$ cat src/rtl/iterative_alu_if.sv
// Handshake/operand bundle between the EX-stage control and iterative_alu.
// The master drives requests and operands; the slave (the ALU) returns status and result.
interface iterative_alu_if #(
    parameter int XLEN = 32
);
    logic            start;
    logic            kill;
    logic [3:0]      op;
    logic [XLEN-1:0] in_1;
    logic [XLEN-1:0] in_2;
    logic            busy;
    logic            done;
    logic [XLEN-1:0] result;
    logic            illegal;

    modport master (
        output start, kill, op, in_1, in_2,
        input  busy, done, result, illegal
    );

    modport slave (
        input  start, kill, op, in_1, in_2,
        output busy, done, result, illegal
    );
endinterface

$ cat src/rtl/iterative_alu.sv
// Registered EX-stage ALU: single-cycle base integer ops plus iterative
// unsigned multiply/divide (shift-add / restoring) over one shared datapath.
// Optional feature macro: ITER_ALU_MDU_EN. When undefined, ops 1100-1111
// are reported as illegal, the iteration datapath is absent and busy is 0.
module iterative_alu #(
    parameter int XLEN = 32
) (
    input logic           clk,
    input logic           reset,
    iterative_alu_if.slave bus
);
    localparam int SHW = $clog2(XLEN);

    typedef enum logic [1:0] {
        IDLE,
        ITER,
        DONE
    } state_t;

    state_t          state;
    state_t          state_nxt;
    logic [XLEN-1:0] result_q;
    logic            illegal_q;
    logic [XLEN-1:0] alu_res;
    logic            op_illegal;
    logic            op_iter;
    logic            accept;
    logic [SHW-1:0]  shamt;

    assign shamt  = bus.in_2[SHW-1:0];
    assign accept = bus.start && !bus.kill && (state != ITER);

    // Single-cycle result and op classification from the live operands
    always_comb begin
        alu_res    = '0;
        op_illegal = 1'b0;
        op_iter    = 1'b0;
        case (bus.op)
            4'b0000: alu_res = bus.in_1 + bus.in_2;
            4'b0001: alu_res = bus.in_1 - bus.in_2;
            4'b0010: alu_res = bus.in_1 << shamt;
            4'b0011: alu_res = bus.in_1 >> shamt;
            4'b0100: alu_res = $unsigned($signed(bus.in_1) >>> shamt);
            4'b0101: alu_res = bus.in_1 ^ bus.in_2;
            4'b0110: alu_res = bus.in_1 | bus.in_2;
            4'b0111: alu_res = bus.in_1 & bus.in_2;
            4'b1000: alu_res = XLEN'($signed(bus.in_1) < $signed(bus.in_2));
            4'b1001: alu_res = XLEN'(bus.in_1 < bus.in_2);
            4'b1100, 4'b1101, 4'b1110, 4'b1111: begin
`ifdef ITER_ALU_MDU_EN
                op_iter    = 1'b1;
`else
                op_illegal = 1'b1;
`endif
            end
            default: op_illegal = 1'b1;
        endcase
    end

`ifdef ITER_ALU_MDU_EN
    logic [SHW-1:0]  cnt;
    logic [XLEN-1:0] acc_hi;
    logic [XLEN-1:0] acc_lo;
    logic [XLEN-1:0] opnd_b;
    logic [1:0]      md_op;
    logic [XLEN-1:0] step_hi;
    logic [XLEN-1:0] step_lo;
    logic [XLEN:0]   add_sum;
    logic [XLEN:0]   div_shift;
    logic [XLEN:0]   div_diff;
    logic [XLEN-1:0] md_res;

    // One iteration step: md_op[1]=0 shift-add multiply, md_op[1]=1 restoring divide
    always_comb begin
        add_sum   = {1'b0, acc_hi} + (acc_lo[0] ? {1'b0, opnd_b} : '0);
        div_shift = {acc_hi, acc_lo[XLEN-1]};
        div_diff  = div_shift - {1'b0, opnd_b};
        step_hi   = acc_hi;
        step_lo   = acc_lo;
        if (!md_op[1]) begin
            {step_hi, step_lo} = {add_sum, acc_lo[XLEN-1:1]};
        end else if (!div_diff[XLEN]) begin
            step_hi = div_diff[XLEN-1:0];
            step_lo = {acc_lo[XLEN-2:0], 1'b1};
        end else begin
            step_hi = div_shift[XLEN-1:0];
            step_lo = {acc_lo[XLEN-2:0], 1'b0};
        end
        // MUL/DIVU take the low half (product low / quotient), MULHU/REMU the high half
        md_res = md_op[0] ? step_hi : step_lo;
    end

    // Iteration registers: operand latch on accept, then one step per ITER cycle
    always_ff @(posedge clk) begin
        if (reset) begin
            cnt    <= '0;
            acc_hi <= '0;
            acc_lo <= '0;
            opnd_b <= '0;
            md_op  <= '0;
        end else if (!bus.kill) begin
            if (accept && op_iter) begin
                acc_hi <= '0;
                acc_lo <= bus.op[1] ? bus.in_1 : bus.in_2;
                opnd_b <= bus.op[1] ? bus.in_2 : bus.in_1;
                md_op  <= bus.op[1:0];
                cnt    <= SHW'(XLEN - 1);
            end else if (state == ITER) begin
                acc_hi <= step_hi;
                acc_lo <= step_lo;
                if (cnt != '0) begin
                    cnt <= cnt - 1'b1;
                end
            end
        end
    end
`endif

    // Result/illegal registers; kill leaves them untouched
    always_ff @(posedge clk) begin
        if (reset) begin
            result_q  <= '0;
            illegal_q <= 1'b0;
        end else if (!bus.kill) begin
            if (accept) begin
                illegal_q <= op_illegal;
                if (!op_iter) begin
                    result_q <= alu_res;
                end
            end
`ifdef ITER_ALU_MDU_EN
            else if (state == ITER && cnt == '0) begin
                result_q <= md_res;
            end
`endif
        end
    end

    // State register
    always_ff @(posedge clk) begin
        if (reset) begin
            state <= IDLE;
        end else begin
            state <= state_nxt;
        end
    end

    // Next-state logic; kill overrides both start and iteration
    always_comb begin
        state_nxt = state;
        if (bus.kill) begin
            state_nxt = IDLE;
        end else begin
            case (state)
                IDLE, DONE: begin
                    if (bus.start) begin
                        state_nxt = op_iter ? ITER : DONE;
                    end else begin
                        state_nxt = IDLE;
                    end
                end
                ITER: begin
`ifdef ITER_ALU_MDU_EN
                    if (cnt == '0) begin
                        state_nxt = DONE;
                    end
`else
                    state_nxt = IDLE;
`endif
                end
                default: state_nxt = IDLE;
            endcase
        end
    end

    // Outputs decoded from state and the result registers
    always_comb begin
        bus.done    = (state == DONE);
`ifdef ITER_ALU_MDU_EN
        bus.busy    = (state == ITER);
`else
        bus.busy    = 1'b0;
`endif
        bus.result  = result_q;
        bus.illegal = illegal_q && (state == DONE);
    end
endmodule
$ cat src/flat_wrapper.sv
// flat-port wrapper written by rule: the top's interface ports become plain ports
module iterative_alu_flat 
#(
    parameter int XLEN = 32
)
  (clk, reset, bus_start, bus_kill, bus_op, bus_in_1, bus_in_2, bus_busy, bus_done, bus_result, bus_illegal);
  iterative_alu_if #(.XLEN(XLEN)) bus_i ();
  input logic clk;
  input logic reset;
  input wire logic [$bits(bus_i.start)-1:0] bus_start;
  input wire logic [$bits(bus_i.kill)-1:0] bus_kill;
  input wire logic [$bits(bus_i.op)-1:0] bus_op;
  input wire logic [$bits(bus_i.in_1)-1:0] bus_in_1;
  input wire logic [$bits(bus_i.in_2)-1:0] bus_in_2;
  output wire logic [$bits(bus_i.busy)-1:0] bus_busy;
  output wire logic [$bits(bus_i.done)-1:0] bus_done;
  output wire logic [$bits(bus_i.result)-1:0] bus_result;
  output wire logic [$bits(bus_i.illegal)-1:0] bus_illegal;
  assign bus_i.start = bus_start;
  assign bus_i.kill = bus_kill;
  assign bus_i.op = bus_op;
  assign bus_i.in_1 = bus_in_1;
  assign bus_i.in_2 = bus_in_2;
  assign bus_busy = bus_i.busy;
  assign bus_done = bus_i.done;
  assign bus_result = bus_i.result;
  assign bus_illegal = bus_i.illegal;
  iterative_alu #(.XLEN(XLEN)) u_core (.clk(clk), .reset(reset), .bus(bus_i));
endmodule
$ cat config.mk
export PLATFORM = sky130hd
export DESIGN_NAME = iterative_alu_flat
export DESIGN_NICKNAME = d
export VERILOG_FILES = /design/src/rtl/iterative_alu_if.sv /design/src/rtl/iterative_alu.sv /design/src/flat_wrapper.sv
export SDC_FILE = /design/constraint.sdc
export NUM_CORES = 1
export LEC_CHECK = 0
export ABC_CLOCK_PERIOD_IN_PS = 10000
export CELL_PAD_IN_SITES_DETAIL_PLACEMENT = 0
export CELL_PAD_IN_SITES_GLOBAL_PLACEMENT = 1
export CORE_ASPECT_RATIO = 1.2
export CORE_MARGIN = 10
export CORE_UTILIZATION = 47
export CTS_BUF_LIST = sky130_fd_sc_hd__clkbuf_4 sky130_fd_sc_hd__clkbuf_8 sky130_fd_sc_hd__clkbuf_16
export CTS_CLUSTER_DIAMETER = 80
export CTS_CLUSTER_SIZE = 8
export DETAILED_ROUTE_END_ITERATION = 8
export PLACE_DENSITY = 0.93
export SETUP_SLACK_MARGIN = 0.5
export SYNTH_ARGS = -nofsm -noshare
export SYNTH_HDL_FRONTEND = slang
export SYNTH_SLANG_ARGS = --single-unit
$ cat constraint.sdc
create_clock -name clk -period 10 [get_ports clk]
set_input_delay 1 -clock clk [delete_from_list [all_inputs] [get_ports clk]]
set_output_delay 1 -clock clk [all_outputs]
set_load 0.02 [all_outputs]
==> impl.org, run 1 <==
** Status
- The flow ran to the end, and the final reports show no timing, DRC or antenna violations.

** Yosys
- Number of synthesized flops with an enable pin :: 0
- Cell type with the largest total area after synthesis :: sky130_fd_sc_hd__ha_1
- Most used DFF post-synth :: sky130_fd_sc_hd__dfxtp_1
- The share of the Yosys chip area taken by registers is 0.0657.
- Yosys Warn Count :: 0
- Synthesis produced a netlist with a net count of 1675.
- Post-synth design cell area :: 10400 sq um
- Main area contributors after synthesis :: sky130_fd_sc_hd__ha_1, sky130_fd_sc_hd__a21oi_1, sky130_fd_sc_hd__dfxtp_1, sky130_fd_sc_hd__mux4_2, sky130_fd_sc_hd__nand2_1
- After synthesis the netlist holds a flip-flop and latch count of 34.
- Fraction of registers with async set or reset after synthesis :: 0
- Dividing the synthesized area by the synthesized cell count gives 6.90 sq um.
- Counting distinct cell types in the post-synthesis netlist gives 99.
- The share of synthesized area in the top cell type comes to 0.120.
- Synthesized instance count :: 1502

** Power and ir drop
- The analysis attributes to cell leakage a power of 0.00465 uW.
- VDD sags by at most 0.0000704 V.
- Power spread over the standard cell area amounts to 79.4 nW/um^2.

** Floorplanning
- The floorplan has 59 rows.
- Area of the core :: 21700 sq um
- The initial utilization of the core area, before any placement, comes to 0.477.
- Number of top-level design ports :: 107
- Die span in y :: 183 microns
- Floorplan die area :: 28400 sq um
- In this run the horizontal extent of the chip is 156 microns.

** STA
- Worst hold slack across all endpoints :: 0.453 ns
- # setup viols final :: 0
- Worst rel slew slack :: 0.341
- Portion of the clock cycle consumed by the worst path in the final layout :: 0.466
- Final hold violation count :: 0
- Least setup slack across all paths after layout :: 5.34 ns
- Based on the critical path, the design can be clocked at up to 0.215 GHz.
- After layout, the minimum clock period comes to 4.66 ns.
- For the final database, setup skew stands at 0 ns.
- Slew Limit Fails :: 0
- Adding up every negative setup slack in the final design gives 0 ns.
- Setup repair after global routing missed its margin :: no
- Transition at the pin with the smallest max-transition slack :: 0.988 ns

** CTS
- Hold-fix buffers, CTS :: 0
- TritonCTS built the clock tree.
- The tree is rooted in a sky130_fd_sc_hd__clkbuf_16.
- The H-tree was split into 2 levels.
- Resize count post-CTS :: 0
- Clk slew on worst S/H paths :: 0.06 ns
- Clock Path Buffers :: 2
- The number of setup buffers added after CTS is 0.
- CTS saw 34 sinks.
- Clock latency on the worst-skew pair :: 0.30 ns
- Total clock buffers created by CTS :: 5

** Worst hold path
- End point of the worst hold path :: u_core.bus.result[11]$_SDFFE_PP0P_
- The startpoint identified for the worst hold timing path is u_core.bus.result[11]$_SDFFE_PP0P_.
- The path class of the tightest hold or removal check is register to register.
- The worst hold path passes through 2 cells.

** Place
- Timing analysis after detailed placement gives a worst setup slack of 5.11 ns.
- Count of buffers inserted at the top-level ports :: 105
- Once detailed placement completed, the half-perimeter wirelength came to 37.3 mm.
- Once placement finished, the instance area stood at 11400 sq um.
- Gp weighted congestion :: 1.03

** Worst setup path
- Highest fanout seen on the critical path :: 65
- Nature of the critical path endpoint :: register
- In this run the critical register-to-register path is captured at u_core.bus.result[30]$_SDFFE_PP0P_.
- Req. time, crit path :: 10.20 ns
- Measured in cells, the most critical reg-to-reg path has a length of 7.
- Critical path start-end classification :: input pin to register
- In this run the register-to-register setup slack is 8.34 ns.
- Data arrival time of the worst path :: 4.85 ns
- Startpoint type of the worst setup path :: input pin
- R2R Path Start :: u_core.bus.result[30]$_SDFFE_PP0P_

** Flow run
- Across the run, the number of max-cap violations was 0.

** GRT
- Entering global routing, the biggest net connects 79 pins.
- In the global route stage, overall resource usage came out at 0.325.
- Remaining global-route overflow :: 0
- The number of antenna violations at the first check in global routing was 2.
- Number of global-route vias before repair :: 11700
- Wire length of the first global-routing pass :: 72.6 mm

** Drt
- Via density :: 6.85
- Dividing the detail-routed wire length by the instance count gives 27.1 microns.
- Routed Wire Length :: 48.7 mm
- Detailed-route via count :: 12300
- Before antenna repair, the detailed router went through 6 iterations.
- Residual DRC :: 0
- Number of DRC violations after detailed-routing iteration 0 :: 1575
- In this run the remaining antenna-violating nets after routing total 0.

** Finish
- Ratio of cells with drive above 1 in the final layout :: 0.0848
- After routing the design area is 11500 sq um.
- Total number of nets in the final design :: 1693
- Area overhead of the layout relative to synthesis :: 11.2%
- Filler Cell Count :: 2240
-- cells in the mapped netlist, types with 9 or more instances --
library cell and instances:
sky130_fd_sc_hd__a211oi_1 39, sky130_fd_sc_hd__a21o_1 20, sky130_fd_sc_hd__a21oi_1 156, sky130_fd_sc_hd__a221oi_1 17, sky130_fd_sc_hd__a22oi_1 19, sky130_fd_sc_hd__a31oi_1 22, sky130_fd_sc_hd__and3_1 9, sky130_fd_sc_hd__buf_1 12
sky130_fd_sc_hd__buf_2 23, sky130_fd_sc_hd__clkbuf_1 71, sky130_fd_sc_hd__dfxtp_1 34, sky130_fd_sc_hd__ha_1 99, sky130_fd_sc_hd__inv_1 89, sky130_fd_sc_hd__mux2_2 17, sky130_fd_sc_hd__mux2i_1 42, sky130_fd_sc_hd__mux4_2 30
sky130_fd_sc_hd__nand2_1 174, sky130_fd_sc_hd__nand2b_1 16, sky130_fd_sc_hd__nand3_1 27, sky130_fd_sc_hd__nor2_1 153, sky130_fd_sc_hd__nor2b_1 13, sky130_fd_sc_hd__nor3_1 29, sky130_fd_sc_hd__nor4_1 9, sky130_fd_sc_hd__o211ai_1 18
sky130_fd_sc_hd__o21ai_0 104, sky130_fd_sc_hd__o21ai_1 28, sky130_fd_sc_hd__o21bai_1 15, sky130_fd_sc_hd__o22ai_1 16, sky130_fd_sc_hd__xnor2_1 11
-- worst max-delay path: stages --
cell and delay [ns]:
sky130_fd_sc_hd__buf_2 0.08, sky130_fd_sc_hd__buf_4 0.50, sky130_fd_sc_hd__inv_1 0.31, sky130_fd_sc_hd__ha_1 0.57
sky130_fd_sc_hd__a41oi_1 0.20, sky130_fd_sc_hd__a31oi_1 0.41, sky130_fd_sc_hd__nand3_1 0.16, sky130_fd_sc_hd__o21ai_1 0.50
sky130_fd_sc_hd__a211oi_1 0.28, sky130_fd_sc_hd__o31ai_1 0.32, sky130_fd_sc_hd__xnor2_1 0.15, sky130_fd_sc_hd__nand2_1 0.07
sky130_fd_sc_hd__a221oi_1 0.25
-- stage by stage --
step / std cells / util / power [uW]
2_1_floorplan: 1502 / - / 535
3_5_place_dp: 1787 / 0.524 / 724
4_1_cts: 1795 / 0.531 / 897
3_3_place_gp: 1787 / 0.524 / 725
5_1_grt: 1795 / 0.531 / 960
6_report: 1797 / 0.531 / 915
-- registers in the layout (all words and copies together) (netlist names) --
name               cells
u_core.bus.result     32
u_core.illegal_q       1
u_core.state           1
-- power by group --
| group | switching, uW | total, uW | leakage (uW) | internal (uW) |
|---|---|---|---|---|
| sequential | 3.58 | 144 | 0.000276 | 140 |
| combinational | 384 | 599 | 0.00430 | 215 |
| clock | 70.9 | 173 | 0.0000773 | 102 |
-- per-layer routing --
metal	share of wire	global-route usage	vias up
met2	0.45	0.510	795
met1	0.40	0.422	5778
met4	0.046	0.150	4
li1	-	-	5578
met3	0.11	0.0602	147
met5	0.00055	0	-
-- final cells by class --
| cell class | instances | area (sq um) | share of cell area |
|---|---|---|---|
| antenna | 2 | 5.00 | 0.000434 |
| tap | 274 | 343 | 0.0298 |
| timing repair buffer | 129 | 1200 | 0.104 |
| clock inverter | 1 | 5.00 | 0.000434 |
| clock buffer | 7 | 146 | 0.0127 |
| inverter | 94 | 353 | 0.0306 |
| multi-input combinational | 1256 | 8790 | 0.763 |
| sequential | 34 | 681 | 0.0591 |
-- cell families after synthesis --
group | count (synthesis) | share of synthesized area
adder cells (fa/ha/maj) | 101 | 0.123
buffers and inverters | 212 | 0.0885
AO/OA/AOI/OAI | 566 | 0.364
flip-flops | 34 | 0.0657
other | 1 | 0.000362
XOR/XNOR | 14 | 0.0118
multiplexers | 97 | 0.135
AND/OR/NAND/NOR | 477 | 0.211
-- layout by cell type (no fill, tap or decap), drive strengths merged, types with 6 or more instances in the layout --
cell type,n
a211oi,40
a21boi,7
a21o,20
a21oi,159
a221o,6
a221oi,19
a22oi,19
a311oi,7
a31oi,22
a41oi,8
and2,9
and3,9
buf,30
clkbuf,7
clkdlybuf4s50,99
dfxtp,34
ha,99
inv,93
mux2,24
mux2i,42
mux4,31
nand2,174
nand2b,16
nand3,27
nand4,8
nor2,154
nor2b,13
nor3,31
nor4,12
o211ai,18
o21a,8
o21ai,133
o21bai,15
o22ai,16
o31ai,8
or3,6
xnor2,11
-- how the worst max path moves through the flow --
stage | start | end | slack (ns) | depth (start not counted)
2_1_floorplan | bus_in_2[3] | u_core.bus.result[31]$_SDFFE_PP0P_ | 5.63 | 16
3_3_place_gp | bus_in_1[0] | u_core.bus.result[14]$_SDFFE_PP0P_ | 5.14 | 14
3_5_place_dp | bus_in_2[4] | u_core.bus.result[25]$_SDFFE_PP0P_ | 5.11 | 13
4_1_cts | bus_in_2[4] | u_core.bus.result[25]$_SDFFE_PP0P_ | 5.43 | 13
5_1_grt | bus_in_2[4] | u_core.bus.result[25]$_SDFFE_PP0P_ | 5.07 | 13
6_report | bus_in_2[4] | u_core.bus.result[25]$_SDFFE_PP0P_ | 5.34 | 13
No activity file was read; power rests on OpenSTA's default activity.
==> run 2, diff against run 1 <==
--- a/config.mk
+++ b/config.mk
@@ -5,17 +5,17 @@
 export SDC_FILE = /design/constraint.sdc
 export NUM_CORES = 1
 export LEC_CHECK = 0
-export ABC_CLOCK_PERIOD_IN_PS = 10000
+export ABC_CLOCK_PERIOD_IN_PS = 3900
 export CELL_PAD_IN_SITES_DETAIL_PLACEMENT = 0
 export CELL_PAD_IN_SITES_GLOBAL_PLACEMENT = 1
 export CORE_ASPECT_RATIO = 1.2
 export CORE_MARGIN = 10
-export CORE_UTILIZATION = 47
+export CORE_UTILIZATION = 39
 export CTS_BUF_LIST = sky130_fd_sc_hd__clkbuf_4 sky130_fd_sc_hd__clkbuf_8 sky130_fd_sc_hd__clkbuf_16
 export CTS_CLUSTER_DIAMETER = 80
 export CTS_CLUSTER_SIZE = 8
 export DETAILED_ROUTE_END_ITERATION = 8
-export PLACE_DENSITY = 0.93
+export PLACE_DENSITY = 0.83
 export SETUP_SLACK_MARGIN = 0.5
 export SYNTH_ARGS = -nofsm -noshare
 export SYNTH_HDL_FRONTEND = slang
==> constraint.sdc (replaced) <==
create_clock -name clk -period 3.9 [get_ports clk]
set_input_delay 0.39 -clock clk [delete_from_list [all_inputs] [get_ports clk]]
set_output_delay 0.39 -clock clk [all_outputs]
set_load 0.02 [all_outputs]
==> run 2 against run 1 <==
Effect of this change: worst setup slack got worse by 4.7 ns; first-iteration DRC count grew 2.4%; sequential cell count did not move; largest power group unchanged; combinational power grew to 2.8 times the previous value; die area up 18%; final area increased by 9.4%; via count increased by 2.7%; register-to-register slack worse by 6.2 ns; critical path type unchanged; sequential share of layout area is 0.51 points lower; critical endpoint is now u_core.bus.result[31]$_SDFFE_PP0P_; core utilization fell by 5.1 points.
==> impl.org, run 2 (synthesis results as in run 1) <==
** Worst setup path
- R2R Path Start :: u_core.bus.result[21]$_SDFFE_PP0P_ (was u_core.bus.result[30]$_SDFFE_PP0P_)
- Crit-path max cell delay :: 0.66 ns (was 0.57 ns)
- Critical Path Slowest Stage Cell :: sky130_fd_sc_hd__clkdlybuf4s50_1 (was sky130_fd_sc_hd__ha_1)
- Nature of the critical path endpoint :: register (unchanged)
- The sum of buffers and inverters on the critical path came to 2 (was 3).
- Startpoint type of the worst setup path :: input pin (unchanged)
- Launching element of the worst setup path :: bus_in_1[14] (was bus_in_2[4])
- Cell chain of the critical path :: clkdlybuf4s50_1, inv_1, ha_1, nor2b_1, o21ai_0, or3_1, o211a_4, nor4_4, o41ai_2, xor2_1, a221oi_2, nor3_2 (was buf_2, buf_4, inv_1, ha_1, a41oi_1, a31oi_1, nand3_1, o21ai_1, a211oi_1, o31ai_1, xnor2_1, nand2_1, a221oi_1)
- The startpoint-to-endpoint class of the critical path was input pin to register (unchanged).
- The data arrival time at the worst-slack endpoint was 3.46 ns (was 4.85 ns).
- Cell family contributing the most delay on the critical path :: simple AND/OR/NAND/NOR gates (was compound AO/OA/AOI/OAI gates)
- Req. time, crit path :: 4.08 ns (was 10.20 ns)
- Highest fanout seen on the critical path :: 11 (was 65)

** Drt
- The detailed-route wire length per cell is 26.6 microns (was 27.1 microns).
- The residual antenna-violating net count after detailed routing is 0 (unchanged).
- Number of DRC violations after detailed-routing iteration 0 :: 1613 (was 1575)
- The DRC violations left was 0 (unchanged).
- The average via count per standard cell is 6.44 (was 6.85).
- DRT Pass-1 Iters :: 5 (was 6)
- Detailed-route via count :: 12600 (was 12300)
- The post-detailed-routing wire length is 52.2 mm (was 48.7 mm).

** Floorplanning
- The count of boundary I/O pins came to 107 (unchanged).
- Area of the core :: 26300 sq um (was 21700 sq um)
- Die span in y :: 199 microns (was 183 microns)
- Initial standard-cell utilization of the core :: 0.394 (was 0.477)
- The site row count was 65 (was 59).
- The die width came to 169 microns (was 156 microns).
- The full die area came to 33500 sq um (was 28400 sq um).

** STA
- Least setup slack across all paths after layout :: 0.623 ns (was 5.34 ns)
- The setup TNS was 0 ns (unchanged).
- Final clock skew :: 0 ns (unchanged)
- # setup viols final :: 0 (unchanged)
- The count of final hold-check violations came to 0 (unchanged).
- The final-report max-slew violation count is 0 (unchanged).
- Transition at the pin with the smallest max-transition slack :: 1.09 ns (was 0.988 ns)
- Of the available clock period, the critical path in the final layout requires 0.840.
- Timing-limited maximum frequency :: 0.305 GHz
- The relative slew slack came to 0.268 (was 0.341).
- Setup repair after global routing missed its margin: no (unchanged).
- Clock period minus final worst setup slack :: 3.28 ns

** Finish
- Most frequent cells in the layout :: sky130_fd_sc_hd__nand2_1, sky130_fd_sc_hd__nor2_1, sky130_fd_sc_hd__a21oi_1, sky130_fd_sc_hd__buf_4, sky130_fd_sc_hd__o21ai_0 (was sky130_fd_sc_hd__nand2_1, sky130_fd_sc_hd__a21oi_1, sky130_fd_sc_hd__nor2_1, sky130_fd_sc_hd__o21ai_0)
- The number of nets in the layout is 1798 (was 1693).
- Ratio of cells with drive above 1 in the final layout :: 0.165 (was 0.0848)
- Area overhead of the layout relative to synthesis :: 21.7% (was 11.2%)
- Utilization after layout :: 0.480 (was 0.531)
- Most common library cell in the layout ignoring fill and taps :: sky130_fd_sc_hd__nand2_1 (unchanged)
- Post-route standard cell area excluding fillers :: 12600 sq um (was 11500 sq um)
- The number of flip-flops in the largest register was 32 (unchanged).
- The final antenna diode count was 0 (was 2).

** CTS
- Clock latency on the worst-skew pair :: 0.30 ns (about the same)
- Total clock buffers created by CTS :: 5 (unchanged)
- The number of buffers on the longest clock path is 2 (unchanged).
- The total number of H-tree levels was 2 (unchanged).
- CTS tree :: yes (unchanged)
- The hold-fix buffer count after cts was 0 (unchanged).
- Clock net sink count :: 34 (unchanged)
- Clk slew on worst S/H paths :: 0.06 ns (about the same)
- The buffer cell driving the clock tree root is sky130_fd_sc_hd__clkbuf_16 (unchanged).

** Place
- Worst slack at placement :: 0.0903 ns (was 5.11 ns)
- The estimated wirelength of the detail-placed design was 42.1 mm (was 37.3 mm).
- The total of buffers placed on input and output ports was 105 (unchanged).
- The total cell area at the placement stage was 12200 sq um (was 11400 sq um).
- The weighted congestion reported at the end of routability-driven placement came to 0.985 (was 1.03).

** Power and ir drop
- The power per unit of standard cell area is 200 nW/um^2 (was 79.4 nW/um^2).
- Leakage power of the design :: 0.00522 uW (was 0.00465 uW)
- The total design power is 2520 uW (was 915 uW).
- Worst VDD drop :: 0.000161 V (was 0.0000704 V)

** Worst hold path
- Path category of the worst min-delay check :: register to register (unchanged)
- Min-delay src :: u_core.bus.result[10]$_SDFFE_PP0P_ (was u_core.bus.result[11]$_SDFFE_PP0P_)

** GRT
- Global Route Usage Sum :: 0.298 (was 0.325)
- Number of global-route vias before repair :: 12000 (was 11700)
- Remaining global-route overflow :: 0 (unchanged)
- The pin count of the biggest net entering global routing was 67 (was 79).
- Wire length of the first global-routing pass :: 77.1 mm (was 72.6 mm)
- The number of antenna violations at the first check in global routing is 1 (was 2).

** Flow run
- Max Cap Violations :: 0 (unchanged)

** Status
- Outcome :: complete, no violations (unchanged)
-- run 2: stage by stage --
stage	std cells	hold WS [ns]
detailed placement	1944	0.446
global placement	1944	0.440
global route	1961	0.484
floorplan	1502	0.464
CTS	1955	0.455
finish	1961	0.454
-- run 2: final cells by class --
| class | instances | area, sq um |
|---|---|---|
| inverter | 94 | 353 |
| multi-input combinational | 1256 | 8950 |
| tap | 335 | 419 |
| fill | 2751 | 13700 |
| clock buffer | 7 | 146 |
| timing repair buffer | 234 | 2050 |
| sequential | 34 | 681 |
| clock inverter | 1 | 5.00 |
-- run 2: final timing paths --
check	endpoint	slack, ns	cells past startpoint
worst max-delay path	u_core.bus.result[31]$_SDFFE_PP0P_	0.62	12
worst min-delay path	u_core.bus.result[10]$_SDFFE_PP0P_	0.45	2
worst max register to register	u_core.bus.result[21]$_SDFFE_PP0P_	2.11	4
worst min register to register	u_core.bus.result[10]$_SDFFE_PP0P_	0.45	2
-- run 2: where the power goes --
part / switching (uW) / internal [uW]
clock: 195 / 262
combinational: 1040 / 664
sequential: 9.90 / 360
total: 1240 / 1280
-- run 2: tightest hold or removal path: stages (launching register included) --
cell and delay [ns]:
sky130_fd_sc_hd__dfxtp_1 0.30, sky130_fd_sc_hd__nand2_1 0.05, sky130_fd_sc_hd__a21oi_1 0.05
-- run 2: metal layers --
metal  vias to the layer above  global-route usage  routed length [microns]
li1                       5792                   -                        -
met1                      6054               0.388                    21800
met2                       658               0.482                    23900
met3                       125              0.0470                     4280
met4                         2               0.118                     2310
met5                         -                   0                       13
-- run 2: what timing repair did --
item	4_1_cts	5_1_grt
resized for setup	2	42
pin swaps	6	13
endpoints found under the setup margin	5	15
setup buffers	3	6
